## config.mk

```make
export PLATFORM = sky130hd
export DESIGN_NAME = alu_share_arbiter
export DESIGN_NICKNAME = d
export VERILOG_FILES = /design/src/rtl/alu_share_arbiter.sv
export SDC_FILE = /design/constraint.sdc
export NUM_CORES = 1
export LEC_CHECK = 0
export BUFFER_PORTS_ARGS = -buffer_cell sky130_fd_sc_hd__buf_2
export CAP_MARGIN = 10
export CORE_MARGIN = 2
export CORE_UTILIZATION = 39
export DETAILED_ROUTE_END_ITERATION = 10
export MAX_ROUTING_LAYER = met4
export PLACE_DENSITY = 0.76
export SLEW_MARGIN = 20
export SYNTH_ARGS = -nofsm -noshare
export SYNTH_HDL_FRONTEND = slang
export SYNTH_SLANG_ARGS = --single-unit
```

## constraint.sdc

```tcl
create_clock -name clk -period 3.5 [get_ports clk]
set_clock_uncertainty 0.2 [all_clocks]
set_input_delay 0.7 -clock clk [delete_from_list [all_inputs] [get_ports clk]]
set_output_delay 0.7 -clock clk [all_outputs]
set_load 0.02 [all_outputs]
```

## src/rtl/alu_share_arbiter.sv

```systemverilog
// alu_share_arbiter: shares one combinational ALU between two valid/ready requesters
//
// One operation is in flight at a time. The FSM runs IDLE -> EXEC -> RESP -> IDLE.
// The result is registered at the end of EXEC and returned only to the requester that issued it.
//
// Ports
//   clk, reset               rising-edge clock; asynchronous active-high reset
//   flush                    synchronous abort of the in-flight op (also blocks new accepts)
//   rN_valid/rN_ready        request handshake for requester N (0 = execute, 1 = branch/addr)
//   rN_a, rN_b, rN_func      operands and function select
//   rN_sub_sra               subtract / arithmetic-shift enable
//   rN_rsp_valid/ready       response handshake for requester N
//   rsp_val, rsp_flags       registered result and {EQ,LU,LS} (shared bus)
//   alu_a/b/func/sub_sra     to the shared ALU, always driven from the operand regs
//   alu_val, alu_eq/lu/ls    from the shared ALU
//
// Configuration
//   ALU_ARB_RR_EN  defined: round-robin between requesters (1-bit last-served pointer)
//                  undefined: fixed priority, r0 over r1
module alu_share_arbiter #(
    parameter int WIDTH  = 32,
    parameter int FUNC_W = 3
) (
    input  logic              clk,
    input  logic              reset,
    input  logic              flush,
    input  logic              r0_valid,
    output logic              r0_ready,
    input  logic [WIDTH-1:0]  r0_a,
    input  logic [WIDTH-1:0]  r0_b,
    input  logic [FUNC_W-1:0] r0_func,
    input  logic              r0_sub_sra,
    output logic              r0_rsp_valid,
    input  logic              r0_rsp_ready,
    input  logic              r1_valid,
    output logic              r1_ready,
    input  logic [WIDTH-1:0]  r1_a,
    input  logic [WIDTH-1:0]  r1_b,
    input  logic [FUNC_W-1:0] r1_func,
    input  logic              r1_sub_sra,
    output logic              r1_rsp_valid,
    input  logic              r1_rsp_ready,
    output logic [WIDTH-1:0]  rsp_val,
    output logic [2:0]        rsp_flags,
    output logic [WIDTH-1:0]  alu_a,
    output logic [WIDTH-1:0]  alu_b,
    output logic [FUNC_W-1:0] alu_func,
    output logic              alu_sub_sra,
    input  logic [WIDTH-1:0]  alu_val,
    input  logic              alu_eq,
    input  logic              alu_lu,
    input  logic              alu_ls
);

    typedef enum logic [1:0] {IDLE, EXEC, RESP} state_t;

    state_t              state, state_nxt;
    logic                owner;
    logic                gnt1;
    logic                accept;
    logic [WIDTH-1:0]    a_q, b_q;
    logic [FUNC_W-1:0]   func_q;
    logic                sub_q;

`ifdef ALU_ARB_RR_EN
    logic last;

    // Under contention the requester that was not served last wins.
    assign gnt1 = r1_valid & (~r0_valid | ~last);

    always_ff @(posedge clk or posedge reset) begin
        if (reset)
            last <= 1'b0;
        else if (accept)
            last <= gnt1;
    end
`else
    // r1 only wins when r0 has nothing to issue.
    assign gnt1 = ~r0_valid;
`endif

    assign accept = (r0_valid & r0_ready) | (r1_valid & r1_ready);

    always_comb begin
        state_nxt    = state;
        r0_ready     = 1'b0;
        r1_ready     = 1'b0;
        r0_rsp_valid = 1'b0;
        r1_rsp_valid = 1'b0;
        case (state)
            IDLE: begin
                // Grant is exclusive; flush and reset both hold off new accepts.
                r0_ready  = ~flush & ~reset & ~gnt1;
                r1_ready  = ~flush & ~reset & gnt1;
                state_nxt = accept ? EXEC : IDLE;
            end
            EXEC: state_nxt = RESP;
            RESP: begin
                r0_rsp_valid = ~owner;
                r1_rsp_valid = owner;
                state_nxt    = (owner ? r1_rsp_ready : r0_rsp_ready) ? IDLE : RESP;
            end
            default: state_nxt = IDLE;
        endcase
        if (flush)
            state_nxt = IDLE;
    end

    always_ff @(posedge clk or posedge reset) begin
        if (reset)
            state <= IDLE;
        else
            state <= state_nxt;
    end

    always_ff @(posedge clk or posedge reset) begin
        if (reset) begin
            a_q       <= '0;
            b_q       <= '0;
            func_q    <= '0;
            sub_q     <= 1'b0;
            owner     <= 1'b0;
            rsp_val   <= '0;
            rsp_flags <= '0;
        end else begin
            if (accept) begin
                a_q    <= gnt1 ? r1_a : r0_a;
                b_q    <= gnt1 ? r1_b : r0_b;
                func_q <= gnt1 ? r1_func : r0_func;
                sub_q  <= gnt1 ? r1_sub_sra : r0_sub_sra;
                owner  <= gnt1;
            end
            // A flushed op never reaches RESP, so its result is not captured.
            if (state == EXEC && !flush) begin
                rsp_val   <= alu_val;
                rsp_flags <= {alu_eq, alu_lu, alu_ls};
            end
        end
    end

    assign alu_a       = a_q;
    assign alu_b       = b_q;
    assign alu_func    = func_q;
    assign alu_sub_sra = sub_q;

endmodule
```

* Yosys cells after proc, flatten, opt, wreduce, memory -nomap -nowiden
Cells that the tools add are included.
** Storage, ports and cells
- Register bits :: 106
- Input port bits :: 178
- Output and inout bits :: 107
- Word-level logic and storage cells :: 36
** Cells by class
- Equal/unequal tests :: 2
- Multiplexer cells :: 13
- Bitwise gates (word level) :: 10
- Reductions and logical operators :: 3
** Operators by type and width (count)
- $mux 32 :: 2
- $mux 1 :: 7
- $pmux 2 s3 :: 1
- $and 1x1->1 :: 5
- $mux 2 :: 2
- $not 1->1 :: 4
- $mux 3 :: 1
- $eq 2x1->1 const B :: 1
- $eq 2x2->1 const B :: 1
- $logic_not 2->1 :: 1
- $logic_and 1x1->1 :: 1
- $logic_not 1->1 :: 1
- $or 1x1->1 :: 1

* Logic depth before layout (Yosys ltp)
Gate-level depths: netlist of run 1.
- Depth after elaboration :: 9
- Mapped depth :: 6

* Least setup slack after synthesis of run 1
No wires, ideal clock.
- Path kind :: input to output
- Start :: input r0_valid
- End :: output r0_ready
- Data arrival time :: 1538 ps
- Required time :: 2600 ps
- Slack :: 1062 ps
- Cell stages on the path :: 3
- Path buffers :: 2
- Path through :: clkbuf_1 > clkbuf_1 > and2_1
** Between the ends
- Word-level cells in the longest chain between the ends :: 2
** RTL lines
- start: declaration :: RTL line 27 : input logic r0_valid,
- $and 1x1->1 :: RTL line 93 : r0_ready = ~flush & ~reset & ~gnt1;
- $mux 1 :: RTL line 90 : case (state)
- end: declaration :: RTL line 28 : output logic r0_ready,
No other way between the ends.

* Worst setup path after layout of run 1
- Start :: input reset
- End :: output r0_ready
** Between the ends
- Word-level cells in the longest chain between the ends :: 4
** RTL lines
- start: declaration :: RTL line 25 : input logic reset,
- $not 1->1 :: RTL line 93
- $and 1x1->1 (2 in a row) :: RTL line 93
- $mux 1 :: RTL line 90
No other way between the ends.

==> results of run 1 <==
==> cell usage after synthesis (all sizes together) <==
cell / count
nor2: 2
and2: 1
mux2i: 1
and3b: 1
inv: 1
nor4: 1
dfrtp: 106
mux2: 171
buf: 11
nand2b: 1
o21a: 1
nand3b: 1
a21oi: 2
nor3b: 1
nor2b: 1
clkbuf: 8
==> worst max-delay path, cell delays in order <==
cell and delay (ns):
buf_2 0.13, nor4_4 0.36, and2_1 0.19, buf_2 0.17
==> cell families (layout without fill, tap and decap cells) <==
family                 Yosys count  after routing  synth area share [%]
AO/OA/AOI/OAI                    3              3                 0.366
buffers and inverters           20            307                  2.38
flip-flops                     106            106                  55.3
multiplexers                   172            172                  40.4
AND/OR/NAND/NOR                  9              9                  1.54
==> stage by stage <==
stage	util (%)	power, uW
detailed placement	52.9	3070
global placement	52.9	3030
floorplan	-	2530
CTS	55.5	4120
finish	55.5	4060
global route	55.5	4270
==> worst paths after layout <==
kind | cells after the start | endpoint | slack, ns
setup / recovery | 4 | r0_ready | 1.05
hold / removal | 1 | alu_b[20] | 0.28
setup reg to reg | 4 | alu_b[28] | 1.31
hold reg to reg | 1 | alu_b[20] | 0.28
max in group asynchronous | 3 | alu_a[25] | 2.20
min in group asynchronous | 3 | state[1] | 0.38
==> cell type report <==
cell class | count | area share [%]
multi-input combinational | 184 | 30.5
clock inverter | 7 | 1.29
timing repair buffer | 290 | 22.2
sequential | 106 | 39.8
clock buffer | 9 | 3.38
tap | 147 | 2.76
inverter | 1 | 0.113
==> sequential cells by signal, summed over array words and instances (netlist names) <==
signal / cells
owner: 1
alu_sub_sra: 1
alu_a: 32
rsp_val: 32
alu_b: 32
rsp_flags: 3
state: 2
alu_func: 3
==> power by group <==
| part | total, uW | internal [uW] | switching (uW) |
|---|---|---|---|
| sequential | 1700 | 1540 | 160 |
| combinational | 1320 | 587 | 732 |
| clock | 1030 | 570 | 463 |
| total | 4060 | 2700 | 1350 |
==> layer usage <==
metal | share of wire, % | vias to the layer above | wire (um) | global-route usage [%]
met2 | 51 | 166 | 5680 | 29.2
met3 | 7.3 | 15 | 817 | 4.43
met4 | 1.2 | 0 | 138 | 4.50
li1 | - | 1677 | - | -
met5 | 0 | - | 0 | -
met1 | 41 | 1635 | 4580 | 19.7
==> impl_metrics.tcl, run 1 <==
set metrics [dict create \
    slew_viol_final 0 \
    fmax_mhz 408 \
    htreeDepth 3 \
    area_growth_pct 39.1 \
    nFillCells 1004 \
    setup_viol 0 \
    placed_cells 728 \
    leakagePower_uw 0.00326 \
    rsz0062_at_grt "no" \
    fin_crit_sh_pct 70.1 \
    nets 770 \
    synth_nets 488 \
    setup_ws_ns 1.05 \
    start_kind "primary input" \
    worstSkewPairLatency_ns 0.33 \
    yosysSeqAreaShare_pct 55.3 \
    dieArea_um2 13200 \
    grt_pass1_wl_mm 17.2 \
    die_y_um 115 \
    cp.required_ns 2.60 \
    syn_area_um2 4790 \
    arrival_ns 1.55 \
    startpoint "reset" \
    yosysTopAreaCellShare_pct 55.3 \
    fin_crit_ns 2.45 \
    vias_per_cell 4.69 \
    cts_buffers 9 \
    grt_pass1_vias 3671 \
    r2r_start "state[0]" \
    row_count 40 \
    hold_ws_ns 0.285 \
    grt_usage_pct 17.0 \
    avgSynthCellArea_um2 15.5 \
    num_vias 3493 \
    cts_tree "done" \
    vdd_drop_max_uv 361 \
    place_hpwl_mm 8.70 \
    status "finished clean" \
    finalHoldViolCount 0 \
    synth.area.top_cells "dfrtp_1 55%, mux2_2 38%, mux2_1 2.1%, buf_4 0.78%, clkbuf_1 0.63%" \
    fin_area_um2 6670 \
    cts-root-buf "clkbuf_16" \
    drive_gt1_share_pct 79.1 \
    route.detailed.drc 0 \
    timing_worst_setup_path_type "primary input to output pin" \
    fp.coreArea_um2 12000 \
    diodes 0 \
    final_cell_mix "284 x buf_2, 162 x mux2_2, 106 x dfrtp_1" \
    min_from "alu_b[20]" \
    initial_core_util_pct 39.9 \
    gp_congestion 0.722 \
    seqCellArea_um2 2650 \
    clk_path_buf_depth 2 \
    post_cts_buffers 0 \
    critPathMaxFanout 4 \
    die_w_um 115 \
    io_buffers 284 \
    min_path_type "register to register" \
    drtAntennaViolNets 0 \
    clk_pin_slew_ns 0.07 \
    yosys_register_bits 106 \
    synth_area_leader_cell "dfrtp_1" \
    cts.sinks 106 \
    p_per_area_nw_per_um2 608 \
    wirelength_mm 11.2 \
    tightest_slew_ns 0.704 \
    stdcell_count 744 \
    route.detailed.wl_per_inst_um 15.1 \
    ioPinCount 285 \
    grt-ovfl-total 0 \
    syn_inst 310 \
    antenna_found_initial 0 \
    cts_resized 0 \
    first_pass_iters 4 \
    layout_commonest_cell "buf_2" \
    dpl_cell_area_um2 6360 \
    yosysUniqueCellTypes 20 \
    fin_setup_tns_ns 0 \
    yosysWarnings 0 \
    slew_headroom_pct 53.0 \
    drtIter0Drc 106 \
    multiInputGateArea_um2 2030 \
    cap_violations 0 \
    ctsHoldBuffers 0 \
    post-place-ws_ns 0.864 \
    end_kind "output pin" \
    grt_max_degree 58 \
]
No activity file was read; power rests on OpenSTA's default activity.
==> run 2, diff against run 1 <==
- clock period: 3.5 -> 2.1 ns (I/O delays scaled with it)
==> impl_metrics.tcl, run 2 (same netlist as run 1, synthesis figures left out) <==
set metrics [dict create \
    dieArea_um2 13200 \
    pwr-share-clk_pct 24.3 \
    hold_path_end "rsp_val[0]" \
    wirelength_mm 11.4 \
    p_seq_share_pct 42.2 \
    p_int_uw 4420 \
    die_y_um 115 \
    fin_crit_sh_pct 97.3 \
    initial_core_util_pct 39.9 \
    worstSkewPairLatency_ns 0.33 \
    r2r-end "alu_b[25]" \
    cp_slowest_stage_delay_ns 0.43 \
    tightest_slew_ns 0.414 \
    grt_usage_pct 17.2 \
    use_met3_pct 3.95 \
    htreeDepth 3 \
    cts.sinks 106 \
    start_kind "register" \
    min_from "alu_val[0]" \
    clk_path_buf_depth 2 \
    final_cell_mix "282 x buf_2, 162 x mux2_2, 105 x dfrtp_1" \
    cts_tree "done" \
    clk_pin_slew_ns 0.08 \
    timing_worst_setup_path_type "register to output pin" \
    first_pass_iters 4 \
    r2r_start "state[0]" \
    row_count 40 \
    fp.coreArea_um2 12000 \
    power_uw 6730 \
    gp_congestion 0.727 \
    finalHoldViolCount 0 \
    slowest_stage "dfrtp_2" \
    route.detailed.wl_per_inst_um 15.2 \
    setup_ws_ns 0.0566 \
    vias_per_cell 4.82 \
    route.detailed.drc 0 \
    ff2ff_path_depth 5 \
    num_vias 3631 \
    arrival_ns 1.42 \
    slew_headroom_pct 72.3 \
    met1_usage_pct 18.9 \
    p_per_area_nw_per_um2 988 \
    fmax_mhz 489 \
    fin_setup_tns_ns 0 \
    rsz0062_at_grt "yes" \
    drtAntennaViolNets 0 \
    cp.required_ns 1.48 \
    nets 779 \
    cts_buffers 9 \
    die_w_um 115 \
    fin_area_um2 6810 \
    holdPathStages 2 \
    swShare_pct 34.3 \
    diodes 0 \
    min_path_type "primary input to register" \
    vdd_drop_max_uv 625 \
    dpl_cell_area_um2 6460 \
    gr-max-usage-layer "met2" \
    combPwrFrac_pct 33.4 \
    grt_max_degree 47 \
    io_buffers 284 \
    placed_cells 733 \
    use_met2_pct 30.5 \
    grt_pass1_vias 3784 \
    r2r_slack_ns 0.18 \
    nFillCells 1010 \
    post-place-ws_ns 0.0665 \
    switchingPower_uw 2300 \
    end_kind "output pin" \
    antenna_found_initial 0 \
    drtIter0Drc 87 \
    ioPinCount 285 \
    grt-ovfl-total 0 \
    leakagePower_uw 0.00333 \
    place_hpwl_mm 8.88 \
    fin_crit_ns 2.04 \
    setup_viol 0 \
    cap_violations 0 \
    critPathMaxFanout 3 \
    status "finished clean" \
    area_growth_pct 42.0 \
    slew_viol_final 0 \
    grt_pass1_wl_mm 17.4 \
    path_cells "nor4_4 -> buf_4 -> nor2b_4 -> buf_6" \
    layout_commonest_cell "buf_2" \
    cts-root-buf "clkbuf_16" \
    drive_gt1_share_pct 79.7 \
    stdcell_count 753 \
]
-- run 2: cell types whose count changed in the layout (fill, tap and decap cells not counted), sizes merged --
| cell | previous run | this run |
|---|---|---|
| dlygate4sd3 | 0 | 1 |
| buf | 290 | 298 |
| bufinv | 1 | 0 |
| inv | 3 | 5 |
| clkinvlp | 2 | 1 |
-- run 2: worst max-delay path by stage --
| stage | start | to | slack [ns] | depth (start not counted) |
|---|---|---|---|---|
| detailed placement | reset | alu_b[25] | 0.07 | 5 |
| floorplan | r0_valid | alu_b[24] | 0.16 | 4 |
| finish | state[0] | r1_ready | 0.06 | 4 |
| global route | state[0] | r1_ready | -0.02 | 4 |
| CTS | state[0] | r1_ready | -0.03 | 4 |
| global placement | reset | alu_a[23] | 0.11 | 5 |
-- run 2: cell type report --
class | count | area [um2] | area share (%)
inverters | 1 | 7.51 | 0.110
clock inverters | 7 | 68.8 | 1.01
repair buffers | 299 | 1620 | 23.9
multi-input cells | 184 | 2040 | 30.0
well taps | 147 | 184 | 2.70
flip-flops and latches | 106 | 2650 | 39.0
clock buffers | 9 | 225 | 3.31
-- run 2: what timing repair did --
| action | 4_1_cts | 5_1_grt |
|---|---|---|
| setup buffers | 2 | 1 |
| pin swaps | 1 | 1 |
| hold endpoints to repair | 14 | 0 |
| setup endpoints to repair | 2 | 2 |
| resized for setup | 5 | 3 |
| hold buffers | 1 | 0 |
-- run 2: power groups by stage --
stage / logic, uW / registers [uW] / clock network (uW)
after floorplan: 690 / 3530 / 0
after global placement: 2210 / 2850 / 0
after detailed placement: 2270 / 2880 / 0
after CTS: 2280 / 2850 / 1700
after global routing: 2400 / 2910 / 1780
final: 2250 / 2840 / 1640
-- run 2: per-stage QoR --
stage	hold slack, ns	utilization, %
after detailed placement	0.263	53.8
after floorplan	0.283	-
after global routing	0.0956	56.7
after global placement	0.257	53.8
after CTS	0.0866	56.5
final	0.105	56.7
-- run 2: critical path: cells and delay by family (launching register included) --
| kind | cells | cell delay [ns] |
|---|---|---|
| DFF | 1 | 0.43 |
| and+or+nand+nor | 2 | 0.38 |
| buffers and inverters | 2 | 0.29 |
-- run 2: routing by layer --
| layer | share of wire (%) | vias to the layer above | wire length, um |
|---|---|---|---|
| li1 | - | 1692 | - |
| met1 | 39 | 1751 | 4420 |
| met2 | 52 | 169 | 5930 |
| met3 | 7.5 | 19 | 856 |
| met4 | 1.8 | 0 | 209 |
| met5 | 0 | - | 0 |
